<file path="src/rtl/ifu_pkg.sv">
`default_nettype none
// ============================================================================
// Module      : ifu_pkg
// Description : Shared types and constants for the IFU fetch controller.
// Revision    : 1.0 - initial release
// ============================================================================
package ifu_pkg;

  // Fetch FSM states, 2-bit encoding
  typedef enum logic [1:0] {
    S_REQ   = 2'd0,
    S_WAIT  = 2'd1,
    S_HOLD  = 2'd2,
    S_DRAIN = 2'd3
  } ifu_state_e;

  // Architectural PC after reset
  localparam logic [31:0] RESET_PC_DEFAULT = 32'h0000_3000;

  // Instruction word presented when no real fetch data exists
  localparam logic [31:0] NOP = 32'h0000_0000;

endpackage : ifu_pkg
`default_nettype wire

</file>
<file path="src/rtl/ifu_fetch_ctrl.sv">
`default_nettype none
// ============================================================================
// Module      : ifu_fetch_ctrl
// Description : IFU front end. Holds the PC, issues one instruction fetch at a
//               time, buffers the returned word and hands it to decode.
//               Flushes redirect the PC and discard any in-flight fetch.
//               Optional misaligned-fetch check: define IFU_ALIGN_CHECK_EN.
// Revision    : 1.0 - initial release
// ============================================================================
module ifu_fetch_ctrl
  import ifu_pkg::*;
#(
  parameter logic [31:0] RESET_PC = RESET_PC_DEFAULT
) (
  input  logic        clk,
  input  logic        reset_n,
  output logic [31:0] pc_out,
  input  logic [31:0] npc_in,
  input  logic        flush_valid,
  input  logic [31:0] flush_pc,
  output logic        imem_req_valid,
  input  logic        imem_req_ready,
  output logic [31:0] imem_req_addr,
  input  logic        imem_rsp_valid,
  input  logic [31:0] imem_rsp_data,
  output logic        instr_valid,
  input  logic        instr_ready,
  output logic [31:0] instr,
  output logic [31:0] instr_pc
`ifdef IFU_ALIGN_CHECK_EN
  ,
  output logic        instr_adel
`endif
);

  ifu_state_e  state_q, state_d;
  logic [31:0] pc_q, pc_d;
  logic [31:0] instr_q, instr_d;

`ifdef IFU_ALIGN_CHECK_EN
  logic adel_q, adel_d;
  logic misaligned;

  // Fetch address is not word aligned: suppress the memory request
  assign misaligned = (pc_q[1:0] != 2'b00);
`endif

  // The PC register drives every address-like output directly
  assign pc_out        = pc_q;
  assign imem_req_addr = pc_q;
  assign instr_pc      = pc_q;
  assign instr         = instr_q;

  // Decode never sees a valid instruction in a flush cycle
  assign instr_valid = (state_q == S_HOLD) && !flush_valid;

  // Request is raised in REQ regardless of flush
`ifdef IFU_ALIGN_CHECK_EN
  assign imem_req_valid = (state_q == S_REQ) && !misaligned;
  assign instr_adel     = adel_q;
`else
  assign imem_req_valid = (state_q == S_REQ);
`endif

  // State, PC and instruction buffer registers
  always_ff @(posedge clk or negedge reset_n) begin
    if (!reset_n) begin
      state_q <= S_REQ;
      pc_q    <= RESET_PC;
      instr_q <= NOP;
`ifdef IFU_ALIGN_CHECK_EN
      adel_q  <= 1'b0;
`endif
    end else begin
      state_q <= state_d;
      pc_q    <= pc_d;
      instr_q <= instr_d;
`ifdef IFU_ALIGN_CHECK_EN
      adel_q  <= adel_d;
`endif
    end
  end

  // Next-state logic; flush overrides every other event in its cycle
  always_comb begin
    state_d = state_q;
    pc_d    = pc_q;
    instr_d = instr_q;
`ifdef IFU_ALIGN_CHECK_EN
    adel_d  = adel_q;
`endif

    unique case (state_q)
      S_REQ: begin
        if (flush_valid) begin
          pc_d = flush_pc;
          // An accepted request still owes a response, which must be drained
          if (imem_req_valid && imem_req_ready) state_d = S_DRAIN;
          else                                  state_d = S_REQ;
        end
`ifdef IFU_ALIGN_CHECK_EN
        else if (misaligned) begin
          state_d = S_HOLD;
          instr_d = NOP;
          adel_d  = 1'b1;
        end
`endif
        else if (imem_req_ready) begin
          state_d = S_WAIT;
        end
      end

      S_WAIT: begin
        if (flush_valid) begin
          pc_d = flush_pc;
          // A response arriving with the flush closes the transaction
          state_d = imem_rsp_valid ? S_REQ : S_DRAIN;
        end else if (imem_rsp_valid) begin
          instr_d = imem_rsp_data;
          state_d = S_HOLD;
        end
      end

      S_HOLD: begin
        if (flush_valid) begin
          pc_d    = flush_pc;
          state_d = S_REQ;
`ifdef IFU_ALIGN_CHECK_EN
          adel_d  = 1'b0;
`endif
        end else if (instr_ready) begin
          pc_d    = npc_in;
          state_d = S_REQ;
`ifdef IFU_ALIGN_CHECK_EN
          adel_d  = 1'b0;
`endif
        end
      end

      S_DRAIN: begin
        if (flush_valid) begin
          pc_d = flush_pc;
          // The owed response arriving now settles the transaction; waiting
          // for another one would never complete
          state_d = imem_rsp_valid ? S_REQ : S_DRAIN;
        end else if (imem_rsp_valid) begin
          state_d = S_REQ;
        end
      end

      default: state_d = S_REQ;
    endcase
  end

endmodule : ifu_fetch_ctrl
`default_nettype wire

</file>
<file path="config.mk">
export PLATFORM = sky130hd
export DESIGN_NAME = ifu_fetch_ctrl
export DESIGN_NICKNAME = d
export VERILOG_FILES = /design/src/rtl/ifu_pkg.sv /design/src/rtl/ifu_fetch_ctrl.sv
export SDC_FILE = /design/constraint.sdc
export NUM_CORES = 1
export LEC_CHECK = 0
export BUFFER_PORTS_ARGS = -buffer_cell sky130_fd_sc_hd__clkbuf_2
export CAP_MARGIN = 20
export CORE_AREA = 2 2 105 107
export CTS_CLUSTER_SIZE = 40
export DETAILED_ROUTE_END_ITERATION = 8
export DIE_AREA = 0 0 107 109
export PLACE_DENSITY = 0.7
export REMOVE_ABC_BUFFERS = 1
export SLEW_MARGIN = 20
export SYNTH_ARGS = -nofsm -noshare
export SYNTH_HDL_FRONTEND = slang
export SYNTH_SLANG_ARGS = --single-unit
</file>
<file path="constraint.sdc">
create_clock -name clk -period 3.85 [get_ports clk]
set_input_delay 0.77 -clock clk [delete_from_list [all_inputs] [get_ports clk]]
set_output_delay 0.77 -clock clk [all_outputs]
set_load 0.005 [all_outputs]
</file>
# After elaboration in Yosys (flattened, before gate mapping)
# Cells that the tools add are included.
[op_classes] n_eq_ne=8 muxes=15 n_bitwise=1 reduce_logical=8
[ops] operator="32-bit 2-to-1 mux" count=3
[ops] operator="32-bit one-hot mux with 2 select lines" count=1
[ops] operator="2-bit 2-to-1 mux" count=10
[ops] operator="3-bit inequality test (second input constant)" count=3
[ops] operator="2-bit one-hot mux with 4 select lines" count=1
[ops] operator="2-bit equality test (second input constant)" count=2
[ops] operator="4-bit AND reduction" count=1
[ops] operator="3-bit by 2-bit inequality test with 1-bit output (second input constant)" count=1
[ops] operator="3-bit AND reduction" count=1
[ops] operator="3-bit OR reduction" count=1
[ops] operator="2-bit by 1-bit equality test with 1-bit output (second input constant)" count=1
[ops] operator="1-bit logical AND" count=2
[ops] operator="2-bit logical NOT" count=1
[ops] operator="2-bit by 1-bit inequality test with 1-bit output (second input constant)" count=1
[ops] operator="2-bit AND reduction" count=1
[ops] operator="1-bit logical NOT" count=1
[ops] operator="1-bit inverter" count=1
[totals] ff_bits=66 in_bits=102 output_inout_bits=130 elab_cells=35

# Logic depth before layout (Yosys ltp)
[logic_depth] word_depth=5 ltp_mapped=6

# Least setup slack after synthesis
# Ideal clock, no wire load.
[synth_timing] path_kind="input-to-output" startpoint="in flush_valid" endpoint="out instr_valid" arrival_ns=1.314 required_time_ns=3.080 setup_slack_ns=1.766 cell_stages=3 path_buffers=2 cell_sequence="buf_6 > buf_2 > nor3b_1"
[synth_between] elab_chain_len=2
[synth_rtl] item="from (decl)" line_no="ifu_fetch_ctrl.sv:19" rtl="input logic flush_valid,"
[synth_rtl] item="1-bit logical NOT" line_no="ifu_fetch_ctrl.sv:55" rtl="assign instr_valid = (state_q == S_HOLD) && !flush_valid;"
[synth_rtl] item="1-bit logical AND" line_no="ifu_fetch_ctrl.sv:55"
[synth_rtl] item="to (decl)" line_no="ifu_fetch_ctrl.sv:26" rtl="output logic instr_valid,"
# Every way passes these cells.

# Worst setup path after layout
# Ends and elaborated chain as after synthesis.

==> impl_summary.txt <==
----------------------------------------------------
[STA]
  Final min period ... 2.02 ns
  Endpoints failing hold ... 0
  Final setup violation count ... 0
  Setup repair after global routing missed its margin ... false
  Worst Hold Slack ... 0.449 ns
  Period Utilization, post-route ... 0.525
  Worst slew margin relative to its limit ... 0.560
  Final max-slew violation count ... 0
  Worst-margin pin slew ... 0.659 ns
  Final clock skew ... 0.00696 ns
  Maximum clock frequency ... 495 MHz
  Fin Setup TNS ... 0 ns

[Synth]
  Synth cell count leaders ... buf_4, dfrtp_1, nand2_1
  Cell variety after synth ... 18
  Count of state elements after synthesis ... 66
  Share of the yosys chip area belonging to registers ... 0.506
  Post-synthesis xor/xnor area fraction ... 0
  Post-synthesis simple-gate area fraction ... 0.0601
  Avg Inst Size Synth ... 11.5 um2
  Post-synthesis instance total ... 285
  Share of synthesized flip-flops with an asynchronous set or reset ... 1.00
  Dominant combinational cell family by area after synthesis ... multiplexers
  Fraction of synthesized cell area taken by the top area cell type ... 0.490
  Number of flops mapped to enable cells by yosys ... 0
  Arithmetic-cell share of the synthesized area counting full adders, half adders and majority gates ... 0
  Portion of netlist area occupied by mux cells ... 0.208
  Most area-hungry cell type in the Yosys netlist ... dfrtp_1
  Main synth FF type ... dfrtp_1
  YS warnings ... 0
  Compound-cell area share of the yosys netlist ... 0.0490
  Leading post-synthesis cells by cell area ... dfrtp_1, buf_4, mux2_2, mux2i_1, o21ai_0
  Most frequently used cell type in the post-synthesis netlist ... buf_4
  Cell Area, Synth ... 3270 um2

[Route]
  Total wire length ... 8180 um
  DRC errors left ... 0
  DRT Pass-1 Iters ... 4
  Detail-routed net length per standard cell ... 13.7 um
  Top routing layer in use ... met4
  Wire length on met2 ... 3930 um
  Average via count per standard cell ... 4.36
  Remaining antenna violation count ... 0
  Vias ... 2598
  Total routed wire length on the met1 layer ... 3330 um
  Wire length on met3 ... 782 um
  Initial DRC Count ... 132

[Power]
  Leakage ... 2.28 nW
  Power density over cell area ... 640 nW/um2
  Peak supply drop ... 0.000367 V

[Clocking]
  Clock latency on the worst-skew pair ... 0.36 ns
  TritonCTS clock tree ... yes
  Clock Root Buffer ... clkbuf_8
  Post-CTS setup-driven buffer insertion count ... 0
  Number of buffers created by CTS ... 9
  Deepest clock path buffer count ... 2
  Clock sink count ... 66
  Number of cells upsized or downsized after cts ... 0
  H-tree level count ... 3
  Register clock-pin slew on the reported worst setup and hold paths ... 0.07 ns
  Hold-fix buffers at CTS ... 0

[Placed design]
  RD Place Congestion ... 0.777
  Total of buffers placed on input and output ports ... 231
  Post-detailed-placement half-perimeter wirelength ... 6160 um
  Post-Place Cells ... 580

[Die]
  Starting Density ... 0.308
  Vert. Die Dim ... 109 um
  Core Region ... 10600 um2
  Die Wd ... 107 um
  DIE AREA ... 11700 um2
  I/O pin total ... 232
  Std-Cell Rows ... 38

[Global routing]
  Total track usage ... 0.141
  Antenna violations before repair ... 0
  Global route overflow ... 0
  Largest net degree at the start of global routing ... 65
  Wire length of the first global-routing pass ... 12200 um
  Via count of the first global-routing pass ... 2425

[Setup path]
  Worst-path fanout max ... 6
  Crit-path cells ... clkbuf_2, nor3b_1, clkbuf_2
  Required time at the worst-slack endpoint ... 3.08 ns
  Critical path startpoint category ... input port
  CP most frequent cell ... clkbuf_2
  Crit path capture type ... primary output
  Worst EP arrival ... 1.25 ns
  Number of buffers and inverters on the critical path ... 2
  Highest-delay cell along the critical path ... nor3b_1
  Worst Path Class, Setup ... in2out
  Reg2Reg Setup Slack ... 2.23 ns
  CP delay by family, top ... buffers and inverters
  Max stage delay on crit path ... 0.19 ns

[Cells and area]
  Layout Nets ... 553
  Final cell count without fillers ... 596
  Fillers ... 1032
  Antenna Diode Count ... 0
  Synth-to-Final Area Change ... 31.1%
  Layout cells sized above 1 ... 0.625

[Run status]
  Result of the run ... completed

[Worst hold path]
  Min-delay worst type ... in2async

[Job]
  Max cap viols ... 0

----------------------------------------------------
-- where the power goes --
part | internal [mW] | leakage, nW | switching, mW
clock network | 0.380 | 0.109 | 0.265
logic | 0.530 | 1.39 | 0.382
registers | 0.966 | 0.783 | 0.217
-- cell families (layout without fill, tap and decap cells) --
kind of cell / after synthesis / in the layout
DFF: 66 / 66
muxes: 64 / 64
buffers and inverters: 79 / 250
AOI/OAI and AO/OA: 32 / 32
and+or+nand+nor: 44 / 44
-- layout by cell type (no fill, tap or decap) --
cell,Yosys,layout
clkbuf_2,2,230
dfrtp_1,64,64
nand2_1,34,34
mux2i_1,32,32
o21ai_0,32,32
mux2_2,32,32
clkbuf_8,0,10
buf_4,67,4
nor2_1,3,3
bufinv_16,0,2
clkinv_2,0,2
dfstp_2,2,2
nor3b_1,1,1
nor4bb_4,0,1
nand2b_1,1,1
and3_4,1,1
and3_1,1,1
nor4b_1,1,1
or4_1,1,1
clkbuf_1,0,1
clkinvlp_4,0,1
-- routing by layer --
layer | track usage | up-vias
met5 | 0 | -
met4 | 0.0594 | 0
met3 | 0.0675 | 13
met2 | 0.228 | 144
met1 | 0.159 | 1211
li1 | - | 1230
-- registers in the layout, summed over array words and instances, names as in the netlist --
name,flops
imem_req_addr,32
instr,32
state_q,2
-- through the flow --
stage	instance area [um2]	util	power, mW	worst slack (ns)
after floorplan	2690	-	1.51	-1.55
after global placement	4060	0.383	2.10	1.79
after detailed placement	4060	0.383	2.13	1.73
after CTS	4280	0.404	2.80	1.82
after global routing	4280	0.404	2.95	1.72
final	4280	0.404	2.74	1.83
-- worst paths after layout --
check	to	cells past startpoint	startpoint
max reg2reg	imem_req_addr[11]	3	state_q[0]
max in group asynchronous	imem_req_addr[12]	2	reset_n
max	instr_valid	3	flush_valid
min reg2reg	instr[28]	1	instr[28]
min	instr[2]	1	reset_n
min in group clk	instr[28]	1	instr[28]
-- cell type report --
cell class              count  area (um2)  share of cell area
well taps                 140         175              0.0409
multi-input cells         140        1050               0.246
repair buffers            234        1180               0.276
clock buffers              11         141              0.0330
flip-flops and latches     66        1650               0.386
clock inverters             5        77.6              0.0181
(Power assumes the default switching activity.)
